===== src/rtl/ysyx_25060170_wb_arbiter_pkg.sv =====
// Shared encodings for the write-back arbiter: grant source codes, default starvation limit, grant states.
// Optional perf counters are enabled by defining YSYX_25060170_WB_ARB_PERF_EN.
package ysyx_25060170_wb_arbiter_pkg;

    localparam logic [1:0] WB_SRC_NONE = 2'b00;
    localparam logic [1:0] WB_SRC_LS   = 2'b01;
    localparam logic [1:0] WB_SRC_EX   = 2'b10;

    localparam int STARVE_MAX_DEF = 3;

    typedef enum logic [1:0] {
        ST_IDLE   = 2'b00,
        ST_GNT_LS = 2'b01,
        ST_GNT_EX = 2'b10
    } arb_state_e;

    function automatic logic [1:0] state_src(input arb_state_e st);
        case (st)
            ST_GNT_LS: state_src = WB_SRC_LS;
            ST_GNT_EX: state_src = WB_SRC_EX;
            default:   state_src = WB_SRC_NONE;
        endcase
    endfunction

endpackage


===== src/rtl/ysyx_25060170_wb_arbiter_if.sv =====
// Retire-source handshakes and write-back port of the arbiter.
// slave = arbiter side, master = the EXU/LSU/WBU side driving it.
interface ysyx_25060170_wb_arbiter_if #(
    parameter int DATA_W = 32,
    parameter int ADDR_W = 5
);
    logic              ls_valid;
    logic              ls_ready;
    logic [ADDR_W-1:0] ls_rd_addr;
    logic [DATA_W-1:0] ls_data;
    logic [DATA_W-1:0] ls_pc;
    logic [DATA_W-1:0] ls_inst;

    logic              exu_valid;
    logic              exu_ready;
    logic [ADDR_W-1:0] exu_rd_addr;
    logic [DATA_W-1:0] exu_data;
    logic [DATA_W-1:0] exu_pc;
    logic [DATA_W-1:0] exu_inst;

    logic              flush;

    logic              wb_valid;
    logic              wb_rd_ena;
    logic [ADDR_W-1:0] wb_rd_addr;
    logic [DATA_W-1:0] wb_data;
    logic [DATA_W-1:0] wb_pc;
    logic [DATA_W-1:0] wb_inst;
    logic [1:0]        wb_src;

    modport slave (
        input  ls_valid, ls_rd_addr, ls_data, ls_pc, ls_inst,
        input  exu_valid, exu_rd_addr, exu_data, exu_pc, exu_inst,
        input  flush,
        output ls_ready, exu_ready,
        output wb_valid, wb_rd_ena, wb_rd_addr, wb_data, wb_pc, wb_inst, wb_src
    );

    modport master (
        output ls_valid, ls_rd_addr, ls_data, ls_pc, ls_inst,
        output exu_valid, exu_rd_addr, exu_data, exu_pc, exu_inst,
        output flush,
        input  ls_ready, exu_ready,
        input  wb_valid, wb_rd_ena, wb_rd_addr, wb_data, wb_pc, wb_inst, wb_src
    );

endinterface


===== src/rtl/ysyx_25060170_wb_starve_cnt.sv =====
// Saturating count of consecutive cycles EXU waited; at_max forces the next EXU grant.
module ysyx_25060170_wb_starve_cnt #(
    parameter int MAX = 3
) (
    input  logic clk,
    input  logic rst,
    input  logic inc,
    input  logic clr,
    input  logic flush,
    output logic at_max
);

    localparam int CW = ($clog2(MAX + 1) < 1) ? 1 : $clog2(MAX + 1);
    localparam logic [CW-1:0] MAX_C = CW'(MAX);

    logic [CW-1:0] cnt_q, cnt_d;

    always_comb begin
        cnt_d = cnt_q;
        if (flush || clr) begin
            cnt_d = '0;
        end else if (inc && (cnt_q != MAX_C)) begin
            cnt_d = cnt_q + CW'(1);
        end
    end

    always_ff @(posedge clk or negedge rst) begin
        if (!rst) begin
            cnt_q <= '0;
        end else begin
            cnt_q <= cnt_d;
        end
    end

    assign at_max = (cnt_q == MAX_C);

endmodule


===== src/rtl/ysyx_25060170_wb_arbiter.sv =====
// LSU/EXU retire arbiter driving the register-file write port with one cycle of latency.
// Define YSYX_25060170_WB_ARB_PERF_EN to add the perf_conflict/perf_override counters.
module ysyx_25060170_wb_arbiter
    import ysyx_25060170_wb_arbiter_pkg::*;
#(
    parameter int DATA_W     = 32,
    parameter int ADDR_W     = 5,
    parameter int STARVE_MAX = STARVE_MAX_DEF
) (
    input  logic clk,
    input  logic rst,
    ysyx_25060170_wb_arbiter_if.slave bus
`ifdef YSYX_25060170_WB_ARB_PERF_EN
    ,
    output logic [31:0] perf_conflict,
    output logic [31:0] perf_override
`endif
);

    logic ls_gnt, ex_gnt, at_max, starve_inc;

    arb_state_e        state_q, state_d;
    logic              rd_ena_q, rd_ena_d;
    logic [ADDR_W-1:0] rd_addr_q, rd_addr_d;
    logic [DATA_W-1:0] data_q, data_d;
    logic [DATA_W-1:0] pc_q, pc_d;
    logic [DATA_W-1:0] inst_q, inst_d;

    // LSU wins by default; EXU only when alone or once starvation saturates.
    always_comb begin
        ls_gnt = 1'b0;
        ex_gnt = 1'b0;
        if (!bus.flush) begin
            if (bus.exu_valid && (!bus.ls_valid || at_max)) begin
                ex_gnt = 1'b1;
            end else if (bus.ls_valid) begin
                ls_gnt = 1'b1;
            end
        end
    end

    assign starve_inc = bus.exu_valid & ~ex_gnt & ~bus.flush;

    ysyx_25060170_wb_starve_cnt #(.MAX(STARVE_MAX)) u_starve (
        .clk    (clk),
        .rst    (rst),
        .inc    (starve_inc),
        .clr    (ex_gnt),
        .flush  (bus.flush),
        .at_max (at_max)
    );

    always_comb begin
        state_d   = ST_IDLE;
        rd_ena_d  = 1'b0;
        rd_addr_d = '0;
        data_d    = '0;
        pc_d      = '0;
        inst_d    = '0;
        if (ls_gnt) begin
            state_d   = ST_GNT_LS;
            rd_ena_d  = (bus.ls_rd_addr != '0);
            rd_addr_d = bus.ls_rd_addr;
            data_d    = bus.ls_data;
            pc_d      = bus.ls_pc;
            inst_d    = bus.ls_inst;
        end else if (ex_gnt) begin
            state_d   = ST_GNT_EX;
            rd_ena_d  = (bus.exu_rd_addr != '0);
            rd_addr_d = bus.exu_rd_addr;
            data_d    = bus.exu_data;
            pc_d      = bus.exu_pc;
            inst_d    = bus.exu_inst;
        end
    end

    always_ff @(posedge clk or negedge rst) begin
        if (!rst) begin
            state_q   <= ST_IDLE;
            rd_ena_q  <= 1'b0;
            rd_addr_q <= '0;
            data_q    <= '0;
            pc_q      <= '0;
            inst_q    <= '0;
        end else begin
            state_q   <= state_d;
            rd_ena_q  <= rd_ena_d;
            rd_addr_q <= rd_addr_d;
            data_q    <= data_d;
            pc_q      <= pc_d;
            inst_q    <= inst_d;
        end
    end

    assign bus.ls_ready   = ls_gnt;
    assign bus.exu_ready  = ex_gnt;
    assign bus.wb_valid   = (state_q != ST_IDLE);
    assign bus.wb_src     = state_src(state_q);
    assign bus.wb_rd_ena  = rd_ena_q;
    assign bus.wb_rd_addr = rd_addr_q;
    assign bus.wb_data    = data_q;
    assign bus.wb_pc      = pc_q;
    assign bus.wb_inst    = inst_q;

`ifdef YSYX_25060170_WB_ARB_PERF_EN
    logic [31:0] perf_conflict_q, perf_conflict_d;
    logic [31:0] perf_override_q, perf_override_d;

    // A forced EXU grant is the only case where EXU wins while LSU is also valid.
    always_comb begin
        perf_conflict_d = perf_conflict_q;
        perf_override_d = perf_override_q;
        if (bus.ls_valid && bus.exu_valid && !bus.flush && (perf_conflict_q != '1)) begin
            perf_conflict_d = perf_conflict_q + 32'd1;
        end
        if (ex_gnt && bus.ls_valid && (perf_override_q != '1)) begin
            perf_override_d = perf_override_q + 32'd1;
        end
    end

    always_ff @(posedge clk or negedge rst) begin
        if (!rst) begin
            perf_conflict_q <= '0;
            perf_override_q <= '0;
        end else begin
            perf_conflict_q <= perf_conflict_d;
            perf_override_q <= perf_override_d;
        end
    end

    assign perf_conflict = perf_conflict_q;
    assign perf_override = perf_override_q;
`endif

endmodule


===== src/flat_wrapper.sv =====
// flat-port wrapper written by rule: the top's interface ports become plain ports
module ysyx_25060170_wb_arbiter_flat import ysyx_25060170_wb_arbiter_pkg::*;
#(
    parameter int DATA_W     = 32,
    parameter int ADDR_W     = 5,
    parameter int STARVE_MAX = STARVE_MAX_DEF
)
  (clk, rst, bus_ls_valid, bus_ls_rd_addr, bus_ls_data, bus_ls_pc, bus_ls_inst, bus_exu_valid, bus_exu_rd_addr, bus_exu_data, bus_exu_pc, bus_exu_inst, bus_flush, bus_ls_ready, bus_exu_ready, bus_wb_valid, bus_wb_rd_ena, bus_wb_rd_addr, bus_wb_data, bus_wb_pc, bus_wb_inst, bus_wb_src);
  ysyx_25060170_wb_arbiter_if #(.DATA_W(DATA_W), .ADDR_W(ADDR_W)) bus_i ();
  input  logic clk;
  input  logic rst;
  input wire logic [$bits(bus_i.ls_valid)-1:0] bus_ls_valid;
  input wire logic [$bits(bus_i.ls_rd_addr)-1:0] bus_ls_rd_addr;
  input wire logic [$bits(bus_i.ls_data)-1:0] bus_ls_data;
  input wire logic [$bits(bus_i.ls_pc)-1:0] bus_ls_pc;
  input wire logic [$bits(bus_i.ls_inst)-1:0] bus_ls_inst;
  input wire logic [$bits(bus_i.exu_valid)-1:0] bus_exu_valid;
  input wire logic [$bits(bus_i.exu_rd_addr)-1:0] bus_exu_rd_addr;
  input wire logic [$bits(bus_i.exu_data)-1:0] bus_exu_data;
  input wire logic [$bits(bus_i.exu_pc)-1:0] bus_exu_pc;
  input wire logic [$bits(bus_i.exu_inst)-1:0] bus_exu_inst;
  input wire logic [$bits(bus_i.flush)-1:0] bus_flush;
  output wire logic [$bits(bus_i.ls_ready)-1:0] bus_ls_ready;
  output wire logic [$bits(bus_i.exu_ready)-1:0] bus_exu_ready;
  output wire logic [$bits(bus_i.wb_valid)-1:0] bus_wb_valid;
  output wire logic [$bits(bus_i.wb_rd_ena)-1:0] bus_wb_rd_ena;
  output wire logic [$bits(bus_i.wb_rd_addr)-1:0] bus_wb_rd_addr;
  output wire logic [$bits(bus_i.wb_data)-1:0] bus_wb_data;
  output wire logic [$bits(bus_i.wb_pc)-1:0] bus_wb_pc;
  output wire logic [$bits(bus_i.wb_inst)-1:0] bus_wb_inst;
  output wire logic [$bits(bus_i.wb_src)-1:0] bus_wb_src;
  assign bus_i.ls_valid = bus_ls_valid;
  assign bus_i.ls_rd_addr = bus_ls_rd_addr;
  assign bus_i.ls_data = bus_ls_data;
  assign bus_i.ls_pc = bus_ls_pc;
  assign bus_i.ls_inst = bus_ls_inst;
  assign bus_i.exu_valid = bus_exu_valid;
  assign bus_i.exu_rd_addr = bus_exu_rd_addr;
  assign bus_i.exu_data = bus_exu_data;
  assign bus_i.exu_pc = bus_exu_pc;
  assign bus_i.exu_inst = bus_exu_inst;
  assign bus_i.flush = bus_flush;
  assign bus_ls_ready = bus_i.ls_ready;
  assign bus_exu_ready = bus_i.exu_ready;
  assign bus_wb_valid = bus_i.wb_valid;
  assign bus_wb_rd_ena = bus_i.wb_rd_ena;
  assign bus_wb_rd_addr = bus_i.wb_rd_addr;
  assign bus_wb_data = bus_i.wb_data;
  assign bus_wb_pc = bus_i.wb_pc;
  assign bus_wb_inst = bus_i.wb_inst;
  assign bus_wb_src = bus_i.wb_src;
  ysyx_25060170_wb_arbiter #(.DATA_W(DATA_W), .ADDR_W(ADDR_W), .STARVE_MAX(STARVE_MAX)) u_core (.clk(clk), .rst(rst), .bus(bus_i));
endmodule

===== config.mk =====
export PLATFORM = sky130hd
export DESIGN_NAME = ysyx_25060170_wb_arbiter_flat
export DESIGN_NICKNAME = d
export VERILOG_FILES = /design/src/rtl/ysyx_25060170_wb_arbiter_pkg.sv /design/src/rtl/ysyx_25060170_wb_arbiter_if.sv /design/src/rtl/ysyx_25060170_wb_starve_cnt.sv /design/src/rtl/ysyx_25060170_wb_arbiter.sv /design/src/flat_wrapper.sv
export SDC_FILE = /design/constraint.sdc
export NUM_CORES = 1
export LEC_CHECK = 0
export ABC_CLOCK_PERIOD_IN_PS = 3450
export CAP_MARGIN = 20
export CORE_AREA = 3 3 120 122
export CTS_BUF_LIST = sky130_fd_sc_hd__clkbuf_4
export DETAILED_ROUTE_END_ITERATION = 6
export DIE_AREA = 0 0 123 125
export PLACE_DENSITY = 0.71
export SYNTH_ARGS = -nofsm -noshare
export SYNTH_HDL_FRONTEND = slang
export SYNTH_SLANG_ARGS = --single-unit

===== constraint.sdc =====
create_clock -name clk -period 3.45 [get_ports clk]
set_input_delay 0.69 -clock clk [delete_from_list [all_inputs] [get_ports clk]]
set_output_delay 0.69 -clock clk [all_outputs]
set_load 0.1 [all_outputs]

==> run_results.csv <==
group,metric,value,unit
status,status,"complete, no violations",
die,die_x,123,um
power_and_ir_drop,power.switching,1.117,mW
detailed_routing,drt_iter0_drc,103,
timing,fin_crit,2.818,ns
die,die_area,15380,um^2
cts,post_cts_buffers,0,
cts,clockRootBuffer,"clkbuf_4",
critical_path,max_stage_delay,0.98,ns
timing,min_period_over_period,81.67,%
detailed_routing,drtPass1Iterations,4,
layout,fillers,1141,
detailed_routing,viasPerCell,4.592,
timing,fin_ws,0.6325,ns
synth,synth-seq-area-share,69.60,%
synth,ys_async_sr_fraction,100.0,%
synth,syn_area,3811,um^2
global_route,grt-ovfl-total,0,
synth,synth_edf_count,0,
critical_path,worstSetupStartpointType,"flip-flop",
placement,hpwl,10.93,mm
layout,postLayoutCellArea,7178,um^2
cts,clkLatencyLatePin,0.45,ns
layout,area_delta_synth_final,88.35,%
synth,synth_compound_area_share,23.90,%
synth,yosysTopAreaCellShare,69.60,%
power_and_ir_drop,internal-power,1.849,mW
synth,synth_area_leader_cell,"dfrtp_1",
die,std_cell_rows,42,
timing,tightest_slew,1.024,ns
cts,holdBufCountCts,0,
global_route,grt_pass1_vias,3709,
detailed_routing,wl,13.91,mm
timing,setup_viol,0,
synth,synth.distinct_cells,20,
timing,tns,0,ns
critical_path,end_kind,"output pin",
detailed_routing,drc_errors,0,
detailed_routing,wire_per_inst,18.88,um
die,die_y,125,um
power_and_ir_drop,sequentialPowerShare,44.9,%
cts,numCtsBuffers,9,
layout,antenna_cells,0,
synth,synth_nets,459,
synth,synthAdderAreaFrac,0.3283,%
run,cap_violations,0,
critical_path,crit_slowest_cell,"clkdlybuf4s50_1",
timing,holdWs,0.2299,ns
placement,place_area,7074,um^2
critical_path,reg2reg_from,"u_core.u_starve.cnt_q[0]$_DFFE_PN0P_",
synth,synthSimpleGateAreaFrac,2.495,%
synth,synthFlopType,"dfrtp_1",
critical_path,required,2.76,ns
min_path,hp-class,"primary input to asynchronous set/reset pin",
cts,clk_pin_slew,0.14,ns
global_route,grt_max_degree,104,
timing,finalHoldViolations,0,
cts,cts-resized-gates,0,
synth,yosysWarnings,0,
synth,synth_xor_area_share,0,%
power_and_ir_drop,p_per_area,413.2,nW/um^2
global_route,grt_util_all_layers,18.01,%
timing,rsz0062_at_grt,"false",
timing,slew_headroom,31.53,%
synth,yosys_register_bits,106,
critical_path,crit_type,"flip-flop to output pin",
cts,clockBufferDepth,2,
synth,synth_mux_area_share,0.2626,%
synth,synth_area_leaders,"dfrtp_1, a22o_1, buf_4",
die,io_pins,314,
detailed_routing,vias,3384,
timing,fmax,354.9,MHz
synth,ys_top_cells_by_count,"dfrtp_1, a22o_1, buf_2, buf_4",
timing,finalMaxSlewViolations,0,
cts,htreeDepth,3,
critical_path,startpoint,"u_core.state_q[0]$_DFF_PN0_",
timing,clock_skew,0.01778,ns
die,initial_utilization,28.67,%
critical_path,path_cells,"or2_2, clkdlybuf4s50_1",
synth,synth.most_common_cell,"dfrtp_1",
layout,nets,764,
detailed_routing,ant_nets,0,
power_and_ir_drop,total_leakage_power,3.176,nW
cts,clock-sinks,106,
synth,synth_top_family_by_area,"compound AO/OA/AOI/OAI gates",
placement,post-place-ws,0.8628,ns
global_route,grt_pass1_wl,20.78,mm
die,coreArea,13300,um^2
power_and_ir_drop,clkPwrFrac,18.2,%
cts,cts_tree,"built",
placement,io_buffers,313,
power_and_ir_drop,power_frac_comb,36.9,%
synth,post_synth_inst_count,251,
layout,drive_gt1_share,8.021,%
critical_path,cp_max_fo,3,
critical_path,crit_arrival,2.13,ns
synth,avgSynthCellArea,15.18,um^2
power_and_ir_drop,vdd_drop_max,0.0001492,V
global_route,antenna_found_initial,0,
placement,routabilityCongestion,0.8166,
power_and_ir_drop,switching_share,37.66,%
## power by group through the flow
stage,Clock (mW),Combinational [mW],Sequential (mW)
after global placement,0,1.09,1.36
final,0.540,1.09,1.33
after global routing,0.623,1.13,1.34
after CTS,0.571,1.10,1.33
after detailed placement,0,1.10,1.36
after floorplan,0,0.125,1.88
## sequential cells by signal (all words and copies together) (netlist names)
| register | flops |
|---|---|
| u_core.bus.wb_rd_addr | 5 |
| u_core.u_starve.cnt_q | 2 |
| u_core.bus.wb_inst | 32 |
| u_core.bus.wb_rd_ena | 1 |
| u_core.state_q | 2 |
| u_core.bus.wb_pc | 32 |
| u_core.bus.wb_data | 32 |
## routing by layer
metal	GRT usage, %	part of all wire [%]
met5	0	0
met4	7.883	2.9
met3	6.098	9.3
met2	32.84	54
met1	18.37	34
## path summary, 6_finish.rpt
check,end,slack (ns),depth (start not counted)
max,bus_wb_valid,0.63,2
min,u_core.bus.wb_inst[10]$_DFF_PN0_,0.23,1
max in group asynchronous,u_core.bus.wb_inst[14]$_DFF_PN0_,2.45,2
min in group clk,u_core.u_starve.cnt_q[1]$_DFFE_PN0P_,0.59,2
max reg2reg,u_core.bus.wb_inst[14]$_DFF_PN0_,1.56,4
min reg2reg,u_core.u_starve.cnt_q[1]$_DFFE_PN0P_,0.59,2
## placed cells by master, fill, tap and decap left out
cell type / instances
clkdlybuf4s50_1: 288
dfrtp_1: 106
a22o_1: 102
buf_4: 23
clkbuf_4: 11
buf_12: 5
nor2_1: 3
clkinv_1: 3
nor2b_1: 2
nor3_1: 2
nand2_1: 2
nor3b_1: 2
clkinv_2: 2
nor2b_2: 1
nor3b_4: 1
inv_1: 1
a211oi_4: 1
or2_2: 1
mux2i_1: 1
nand2b_1: 1
nand3_1: 1
a21oi_1: 1
ha_1: 1
## through the flow
step / utilization (%) / cells / power, mW
after CTS: 53.99 / 737 / 3.007
after floorplan: - / 251 / 2.002
after global routing: 53.99 / 737 / 3.096
final: 53.99 / 737 / 2.966
after detailed placement: 53.21 / 721 / 2.458
after global placement: 53.21 / 721 / 2.448
## final cells by class
cell class	count	area, um^2	share of cell area [%]
Timing Repair Buffer	316	3156	43.96
Sequential cell	106	2653	36.95
Multi-Input combinational cell	122	1042	14.52
Tap cell	176	220.2	3.068
Clock buffer	11	82.58	1.150
Clock inverter	5	21.27	0.2963
Inverter	1	3.754	0.05229
## worst max-delay path, delay by kind of cell, from the launching register on
family | cells | cell delay [ns]
buffers and inverters | 1 | 0.98
DFF | 1 | 0.41
and+or+nand+nor | 1 | 0.29
## logic make-up (layout without fill, tap and decap cells)
| family | count (synthesis) | after routing |
|---|---|---|
| buffers and inverters | 23 | 333 |
| adders and majority gates | 1 | 1 |
| muxes | 1 | 1 |
| DFF | 106 | 106 |
| AOI/OAI and AO/OA | 104 | 104 |
| and+or+nand+nor | 16 | 16 |
No activity file was read; power rests on OpenSTA's default activity.
